## config.mk

```make
export PLATFORM = sky130hd
export DESIGN_NAME = map_bank
export DESIGN_NICKNAME = d
export VERILOG_FILES = /design/src/rtl/map_bank_pkg.sv /design/src/rtl/map_bank_led_act.sv /design/src/rtl/map_bank.sv
export SDC_FILE = /design/constraint.sdc
export NUM_CORES = 1
export LEC_CHECK = 0
export CAP_MARGIN = 20
export CORE_ASPECT_RATIO = 0.7
export CORE_MARGIN = 1
export CORE_UTILIZATION = 46
export CTS_CLUSTER_SIZE = 30
export DETAILED_ROUTE_END_ITERATION = 16
export PLACE_DENSITY = 0.77
export SLEW_MARGIN = 20
export SYNTH_ARGS = -nofsm -noshare
export SYNTH_HDL_FRONTEND = slang
export SYNTH_SLANG_ARGS = --single-unit
```

## constraint.sdc

```tcl
create_clock -name clk -period 2.35 [get_ports clk]
set_input_delay 0.47 -clock clk [delete_from_list [all_inputs] [get_ports clk]]
set_output_delay 0.47 -clock clk [all_outputs]
set_load 0.05 [all_outputs]
```

## src/rtl/map_bank_pkg.sv

```systemverilog
// Shared constants and width helpers for the banked-ROM mapper.
package map_bank_pkg;

    localparam logic [7:0] A130_BASE_LO = 8'hF0;
    localparam int         CTRL_IDX     = 0;
    localparam int         LOCK_BIT     = 0;

    function automatic int off_w(input int slot_bits);
        return 22 - slot_bits;
    endfunction

    function automatic int rom_aw(input int slot_bits, input int bank_w);
        return 22 - slot_bits + bank_w;
    endfunction

endpackage

```

## src/rtl/map_bank_led_act.sv

```systemverilog
// Activity LED: free-running idle blink ORed with a stretched pulse per register write.
module led_act #(
    parameter int LED_DIV = 26,
    parameter int ACT_W   = 22
) (
    input  logic clk,
    input  logic rst,
    input  logic pulse,
    output logic led
);

    logic [LED_DIV-1:0] ctr_q, ctr_d;
    logic [ACT_W-1:0]   act_q, act_d;
    logic               led_q, led_d;

    // A pulse reloads the stretch even while one is already running.
    always_comb begin
        ctr_d = ctr_q + LED_DIV'(1);
        act_d = act_q;
        if (pulse)
            act_d = '1;
        else if (act_q != '0)
            act_d = act_q - ACT_W'(1);
        led_d = (act_d != '0) | ctr_d[LED_DIV-1];
    end

    always_ff @(posedge clk) begin
        if (rst) begin
            ctr_q <= '0;
            act_q <= '0;
            led_q <= 1'b0;
        end else begin
            ctr_q <= ctr_d;
            act_q <= act_d;
            led_q <= led_d;
        end
    end

    assign led = led_q;

endmodule

```

## src/rtl/map_bank.sv

```systemverilog
// Banked-ROM mapper: slot 0 fixed, other slots remapped via /TIME registers with a sticky lock.
module map_bank
    import map_bank_pkg::*;
#(
    parameter int SLOT_BITS = 3,
    parameter int BANK_W    = 6,
    parameter int LED_DIV   = 26,
    parameter int ACT_W     = 22
) (
    input  logic                                  clk,
    input  logic                                  rst,
    input  logic [23:0]                           cpu_addr,
    input  logic [15:0]                           cpu_data,
    input  logic                                  cpu_ce_lo,
    input  logic                                  cpu_oe,
    input  logic                                  cpu_we_lo,
    input  logic                                  cpu_tim,
    input  logic [15:0]                           rom_do,
    output logic [rom_aw(SLOT_BITS, BANK_W)-1:0]  rom_addr,
    output logic                                  rom_oe,
    output logic                                  map_oe,
    output logic [15:0]                           map_do,
    output logic                                  led_r,
    output logic                                  mask_off,
    output logic                                  map_nsp
);

    localparam int OFF_W = off_w(SLOT_BITS);
    localparam int NSLOT = 1 << SLOT_BITS;

    logic [SLOT_BITS-1:0] slot, idx;
    logic [BANK_W-1:0]    bank_q [NSLOT];
    logic [BANK_W-1:0]    bank_d [NSLOT];
    logic                 lock_q, lock_d;
    logic                 we_q, we_d;
    logic                 hit, wr_pulse;
    logic                 unused_bits;

    assign slot     = cpu_addr[21:OFF_W];
    assign idx      = cpu_addr[SLOT_BITS:1];
    assign hit      = !cpu_tim && cpu_addr[0] && (&cpu_addr[7:SLOT_BITS+1]);
    assign wr_pulse = we_q && !cpu_we_lo && hit;

    always_comb begin
        we_d      = cpu_we_lo;
        lock_d    = lock_q;
        bank_d    = bank_q;
        bank_d[0] = '0;
        if (wr_pulse) begin
            if (idx == SLOT_BITS'(CTRL_IDX))
                lock_d = lock_q | cpu_data[LOCK_BIT];
            else if (!lock_q)
                bank_d[idx] = cpu_data[BANK_W-1:0];
        end
    end

    // Reset wins over a pending write and restores the identity mapping.
    always_ff @(posedge clk) begin
        if (rst) begin
            we_q   <= 1'b0;
            lock_q <= 1'b0;
            for (int k = 0; k < NSLOT; k++)
                bank_q[k] <= BANK_W'(k);
        end else begin
            we_q   <= we_d;
            lock_q <= lock_d;
            bank_q <= bank_d;
        end
    end

    assign rom_addr = {bank_q[slot], cpu_addr[OFF_W-1:0]};
    assign rom_oe   = !cpu_ce_lo && !cpu_oe;
    assign map_oe   = !cpu_ce_lo && !cpu_oe;
    assign map_do   = rom_do;
    assign mask_off = 1'b1;
    assign map_nsp  = 1'b0;

    assign unused_bits = ^{cpu_addr[23:22], cpu_data};

    led_act #(
        .LED_DIV (LED_DIV),
        .ACT_W   (ACT_W)
    ) u_led (
        .clk   (clk),
        .rst   (rst),
        .pulse (wr_pulse),
        .led   (led_r)
    );

endmodule

```

==> impl_metrics.tcl, run 1 <==
set metrics [dict create \
    worstRegToRegCells 9 \
    routedWlPerCell_um 16.13 \
    violations "setup timing" \
    clk_pin_slew_worst_paths_ns 0.07 \
    crit_fanout 7 \
    crit_type "reg2reg" \
    finalCriticalPeriod_ns 2.419 \
    min_path_cells 1 \
    slew_viol_final 0 \
    setup_violations 1 \
    max_freq_mhz 413.4 \
    syn_avg_cell_area_um2 9.243 \
    antenna_found_initial 0 \
    crit_path_start_kind "flip-flop" \
    hp-start "u_led.ctr_q[0]" \
    skew_ns 0.007656 \
    crit_family "simple AND/OR/NAND/NOR gates" \
    drive_above_1_share 0.2350 \
    p_sw_frac 0.3554 \
    synth_cell_types 57 \
    yosys_warnings 0 \
    peakVddDrop_uv 560.0 \
    die_area_um2 10950 \
    crit_required_ns 2.56 \
    cp_slowest_stage_delay_ns 0.46 \
    dp_hpwl_mm 7.553 \
    port_buffers 39 \
    finish.utilization 0.6040 \
    power_density_nw_per_um2 1069 \
    gp_congestion 0.8901 \
    dr.pass1.iters 5 \
    power.clock.fraction 0.253 \
    hold_viol 0 \
    fillers 792 \
    grt.overflow.total 0 \
    ant_nets 0 \
    cts_tree "yes" \
    placed_cells 691 \
    viasPerCell 5.488 \
    cts.sinks 99 \
    initial_core_util 0.4869 \
    status "finished with violations" \
    die_y_um 87.85 \
    p_int_uw 4140 \
    leakagePower_uw 0.002355 \
    synth_cells 524 \
    cts_buffer_depth 2 \
    min_to "u_led.ctr_q[0]" \
    diodes 0 \
    syn_area_um2 4843 \
    num_io_pins 108 \
    root_buffer "clkbuf_16" \
    async_flop_share 0 \
    r2r_start "u_led.act_q[0]" \
    cpMaxStageDelayCell "or4b_4" \
    rsz0062_at_grt "true" \
    cap_violations 0 \
    rr_endpoint "u_led.led" \
    synth_seq_cells 99 \
    die_w_um 124.6 \
    cts_buffers 9 \
    rrSetupSlack_ns -0.07 \
    setup_slack_ns -0.06925 \
    seq_power_share 0.307 \
    p_sw_uw 2282 \
    grt_pass1_vias 3713 \
    p_comb_frac 0.441 \
    fin_crit_sh 1.029 \
    vias 3902 \
    area_growth_pct 24.05 \
    grtUsageTotal 0.2134 \
    crit_chain "inv_2 -> ha_4 -> or4b_4 -> or3_4 -> o211ai_2 -> xor2_2 -> o2111ai_2 -> a2111oi_2 -> a21oi_1" \
    cp-end-kind "flip-flop" \
    rows 30 \
    htree_levels 3 \
    drt_iter0_drc 297 \
    holdWs_ns 0.4504 \
    grt_max_degree 94 \
    grt_pass1_wl_mm 18.36 \
    hp-class "reg2reg" \
    synthFlopType "dfxtp_1" \
    ys_seq_area_frac 0.4092 \
    worstSkewPairLatency_ns 0.35 \
    final_cells 711 \
    synth_edf_count 0 \
    finalWirelength_mm 11.47 \
    coreArea_um2 9947 \
    drc 0 \
    cp.buffers_inverters 1 \
    nets 642 \
    cp.arrival_ns 2.63 \
]
## flip-flops by register name, summed over array words and instances, names as in the netlist
| name | flops |
|---|---|
| lock_q | 1 |
| u_led.act_q | 22 |
| u_led.ctr_q | 26 |
| bank_q | 48 |
| we_q | 1 |
| u_led.led | 1 |
## metal layers
layer  share of wire  GRT usage
met4           0.020    0.08653
met3           0.061    0.04520
met2            0.45     0.3265
met1            0.47     0.2960
met5               0          0
## logic make-up (layout without fill, tap and decap cells)
logic type / after synthesis / in the layout / share of synthesized area
fa+ha+maj: 2 / 2 / 0.005166
mux: 48 / 48 / 0.1317
xor+xnor: 36 / 36 / 0.06510
compound gates: 63 / 63 / 0.08732
flops: 99 / 99 / 0.4092
buf+inv: 71 / 124 / 0.08809
simple gates: 203 / 203 / 0.2118
other cells: 2 / 8 / 0.001551
## stage by stage
stage | power [uW] | TNS [ns] | cell area [um^2] | setup WS, ns
floorplan | 3678 | -0.06363 | 4881 | -0.06363
global placement | 4496 | -9.227 | 5557 | -0.2778
detailed placement | 4568 | -8.015 | 5557 | -0.2625
CTS | 6273 | -0.06435 | 5972 | -0.06292
global route | 6738 | -0.3897 | 6008 | -0.1630
finish | 6422 | -0.06925 | 6008 | -0.06925
## cell type report
cell class / instances / area (um^2) / share of cell area
clock buffer: 11 / 242.7 / 0.04040
clock inverter: 5 / 82.58 / 0.01374
inverter: 7 / 26.28 / 0.004373
multi-input combinational: 360 / 2522 / 0.4198
sequential: 99 / 1983 / 0.3301
tap: 128 / 160.2 / 0.02666
timing repair buffer: 101 / 991.0 / 0.1649
## power by group through the flow
stage               registers, uW  logic [uW]  clock network [uW]
CTS                          1960        2670                1640
global route                 1990        3030                1710
finish                       1970        2830                1620
detailed placement           1990        2570                   0
global placement             1990        2510                   0
floorplan                    2000        1680                   0
## cells in the mapped netlist, types with 2 or more instances
master	number	area [um^2]
dfxtp_1	99	1982
buf_6	2	22.52
nand2_1	27	101.4
nor2_1	88	330.3
nor4_2	3	37.54
buf_1	3	11.26
nand3_1	13	65.06
buf_4	38	285.3
xor2_1	23	201.4
o21ai_0	8	40.04
mux4_2	12	270.3
xnor2_1	13	113.9
and2_1	5	31.28
nor4_1	5	31.28
or3_1	7	43.79
and4_1	2	17.52
nand3b_1	2	15.01
a31oi_1	7	43.79
nor2b_1	10	62.56
mux2_2	6	67.56
nor3_1	9	45.04
or4_1	2	15.01
conb_1	2	7.510
clkbuf_1	19	71.32
a211o_1	12	105.1
nand4_1	10	62.56
ha_1	2	25.02
a21oi_1	22	110.1
mux2i_1	30	300.3
inv_1	7	26.28
and3_1	9	56.30
buf_2	2	10.01
## worst max path at each step
stage / end / cells past startpoint / startpoint
2_1_floorplan: u_led.led / 10 / u_led.act_q[5]
3_3_place_gp: bank_q[31] / 9 / cpu_addr[0]
3_5_place_dp: rom_addr[22] / 5 / cpu_addr[19]
4_1_cts: u_led.led / 9 / u_led.act_q[0]
5_1_grt: u_led.led / 10 / u_led.act_q[0]
6_report: u_led.led / 9 / u_led.act_q[0]
## placed cells by master, fill, tap and decap left out, types with 13 or more instances in the layout
cell,count
a21oi_1,22
buf_4,64
clkdlybuf4s50_1,20
mux2i_1,30
xor2_1,22
nand2_1,26
dfxtp_1,98
xnor2_1,13
nor2_1,86
## timing repair
item | CTS | global route
pin swaps | 1 | 2
hold buffers | 0 | 0
resized for setup | 15 | 8
buffers inserted | 2 | 0
setup endpoints to repair | 10 | 9
gates cloned | 2 | 0
Power figures use the tool's default switching activity.
==> inputs of run 2 (changes only) <==
- CORE_ASPECT_RATIO: 0.7 -> 1.4
- CORE_UTILIZATION: 46 -> 25
- PLACE_DENSITY: 0.77 -> unset
==> run 2 against run 1 <==
Effect of this change: the run still ends with setup timing left; register-to-register slack about the same; worst hold slack lost 0.0070 ns; global-route usage shrank 10 points; non-clock buffer count increased by 6; combinational power increased by 4%; total power up 0.52%; first-iteration DRC count down 40%; final area is 3.7% higher; critical path depth unchanged; flip-flop and latch count is the same; clock-buffer cell count down 2; critical path type unchanged.
==> impl_metrics.tcl, run 2 (synthesis gave the netlist of run 1 again) <==
set metrics [dict create \
    setup_slack_ns -0.06173 \
    port_buffers 39 \
    htree_levels 3 \
    regArea_um2 1983 \
    hold_viol 0 \
    multi_input_area_um2 2565 \
    crit_type "reg2reg" \
    dp_hpwl_mm 7.389 \
    status "finished with violations" \
    grtUsageTotal 0.1121 \
    final_cell_mix "dfxtp_1 (98), nor2_1 (87), buf_4 (70)" \
    hp-class "reg2reg" \
    violations "setup timing" \
    leakagePower_uw 0.002380 \
    cp_slowest_stage_delay_ns 0.48 \
    crit_chain "inv_2 -> ha_4 -> or4b_4 -> or3_4 -> o211ai_2 -> xor2_2 -> o2111ai_2 -> a2111oi_4 -> a21oi_1" \
    setup_violations 2 \
    worstMarginPinSlew_ns 0.4911 \
    cp-end-kind "flip-flop" \
    crit_required_ns 2.57 \
    num_io_pins 108 \
    die_y_um 166.7 \
    clk_pin_slew_worst_paths_ns 0.07 \
    nets 648 \
    drive_above_1_share 0.2496 \
    viasPerCell 4.528 \
    grt_max_degree 94 \
    crit_path_start_kind "flip-flop" \
    crit_fanout 8 \
    grt_pass1_vias 3723 \
    diodes 0 \
    initial_core_util 0.2583 \
    finalWirelength_mm 10.76 \
    largest_reg_flops 48 \
    cts_tree "yes" \
    top_regs "bank_q (48), u_led.ctr_q (26), u_led.act_q (22)" \
    drt_iter0_drc 177 \
    antenna_found_initial 0 \
    mostFrequentLayoutCell "dfxtp_1" \
    area_growth_pct 28.65 \
    slew_viol_final 0 \
    die_area_um2 19940 \
    rsz0062_at_grt "true" \
    top_register "bank_q" \
    cp.arrival_ns 2.63 \
    dr.pass1.iters 4 \
    power_density_nw_per_um2 1036 \
    fin_crit_sh 1.026 \
    grt.overflow.total 0 \
    cap_violations 0 \
    vias 3772 \
    cpMaxStageDelayCell "or4b_4" \
    fin_tns_setup_ns -0.07354 \
    max_freq_mhz 414.6 \
    ant_nets 0 \
    worstSkewPairLatency_ns 0.34 \
    cts.sinks 99 \
    grt_pass1_wl_mm 18.00 \
    cts_hold_buf 0 \
    finish.instance_area_um2 6231 \
    gp_congestion 0.7662 \
    rows 59 \
    cts_buffer_depth 2 \
    finalCriticalPeriod_ns 2.412 \
    drc 0 \
    coreArea_um2 18750 \
    place_area_um2 5732 \
    fillers 1937 \
    root_buffer "clkbuf_16" \
    routedWlPerCell_um 12.92 \
    die_w_um 119.6 \
    cts_buffers 9 \
    pre_cts_ws_ns -0.2936 \
    slew_headroom 0.6704 \
    skew_ns 0.006963 \
    peakVddDrop_uv 475.0 \
]
==> run 2: path summary, 6_finish.rpt <==
| kind | slack [ns] | endpoint | cells past startpoint | start |
|---|---|---|---|---|
| setup / recovery | -0.06 | u_led.led | 9 | u_led.act_q[0] |
| hold / removal | 0.44 | u_led.ctr_q[0] | 1 | u_led.ctr_q[0] |
| setup reg to reg | -0.06 | u_led.led | 9 | u_led.act_q[0] |
| hold reg to reg | 0.44 | u_led.ctr_q[0] | 1 | u_led.ctr_q[0] |
==> run 2: routing by layer <==
metal / up-vias / GRT usage / share of wire
li1: 1909 / - / -
met1: 1781 / 0.1248 / 0.41
met2: 59 / 0.2078 / 0.54
met3: 23 / 0.01575 / 0.028
met4: 0 / 0.05000 / 0.022
met5: - / 0 / 0
==> run 2: critical path, delay by kind of cell (launching register included) <==
family / cells / cell delay, ns
buf+inv: 1 / 0.07
simple gates: 2 / 0.89
flops: 1 / 0.33
xor+xnor: 1 / 0.21
fa+ha+maj: 1 / 0.13
compound gates: 4 / 0.67
==> run 2: layout make-up <==
type / instances / area share
flip-flops and latches: 99 / 0.3183
multi-input cells: 360 / 0.4116
clock inverters: 7 / 0.01446
clock buffers: 9 / 0.03614
repair buffers: 107 / 0.1663
well taps: 244 / 0.04900
inverters: 7 / 0.004217
==> run 2: per-stage QoR <==
step                  util  instances  power, uW  hold slack (ns)
floorplan                -        530       3678           0.4132
global placement    0.3057        811       4642           0.4239
detailed placement  0.3057        811       4639           0.4340
CTS                 0.3298        833       6366           0.4446
global route        0.3323        833       6860           0.4747
finish              0.3323        833       6455           0.4434
==> run 2: repair_timing <==
item,4_1_cts,5_1_grt
hold endpoints to repair,0,0
pin swaps,1,3
cloned,2,0
setup endpoints to repair,13,21
resized for setup,18,9
buffers inserted,4,0
==> run 2: power breakdown <==
part	internal (uW)	switching (uW)	total, uW
sequential	1830	119	1950
clock	858	698	1560
combinational	1440	1510	2950
total	4130	2320	6460
==> inputs of run 3 (changes only) <==
- CTS_CLUSTER_SIZE: 30 -> 8
==> results of run 3 <==
Same layout as run 2: the final DEF is identical, and so are final timing and power.
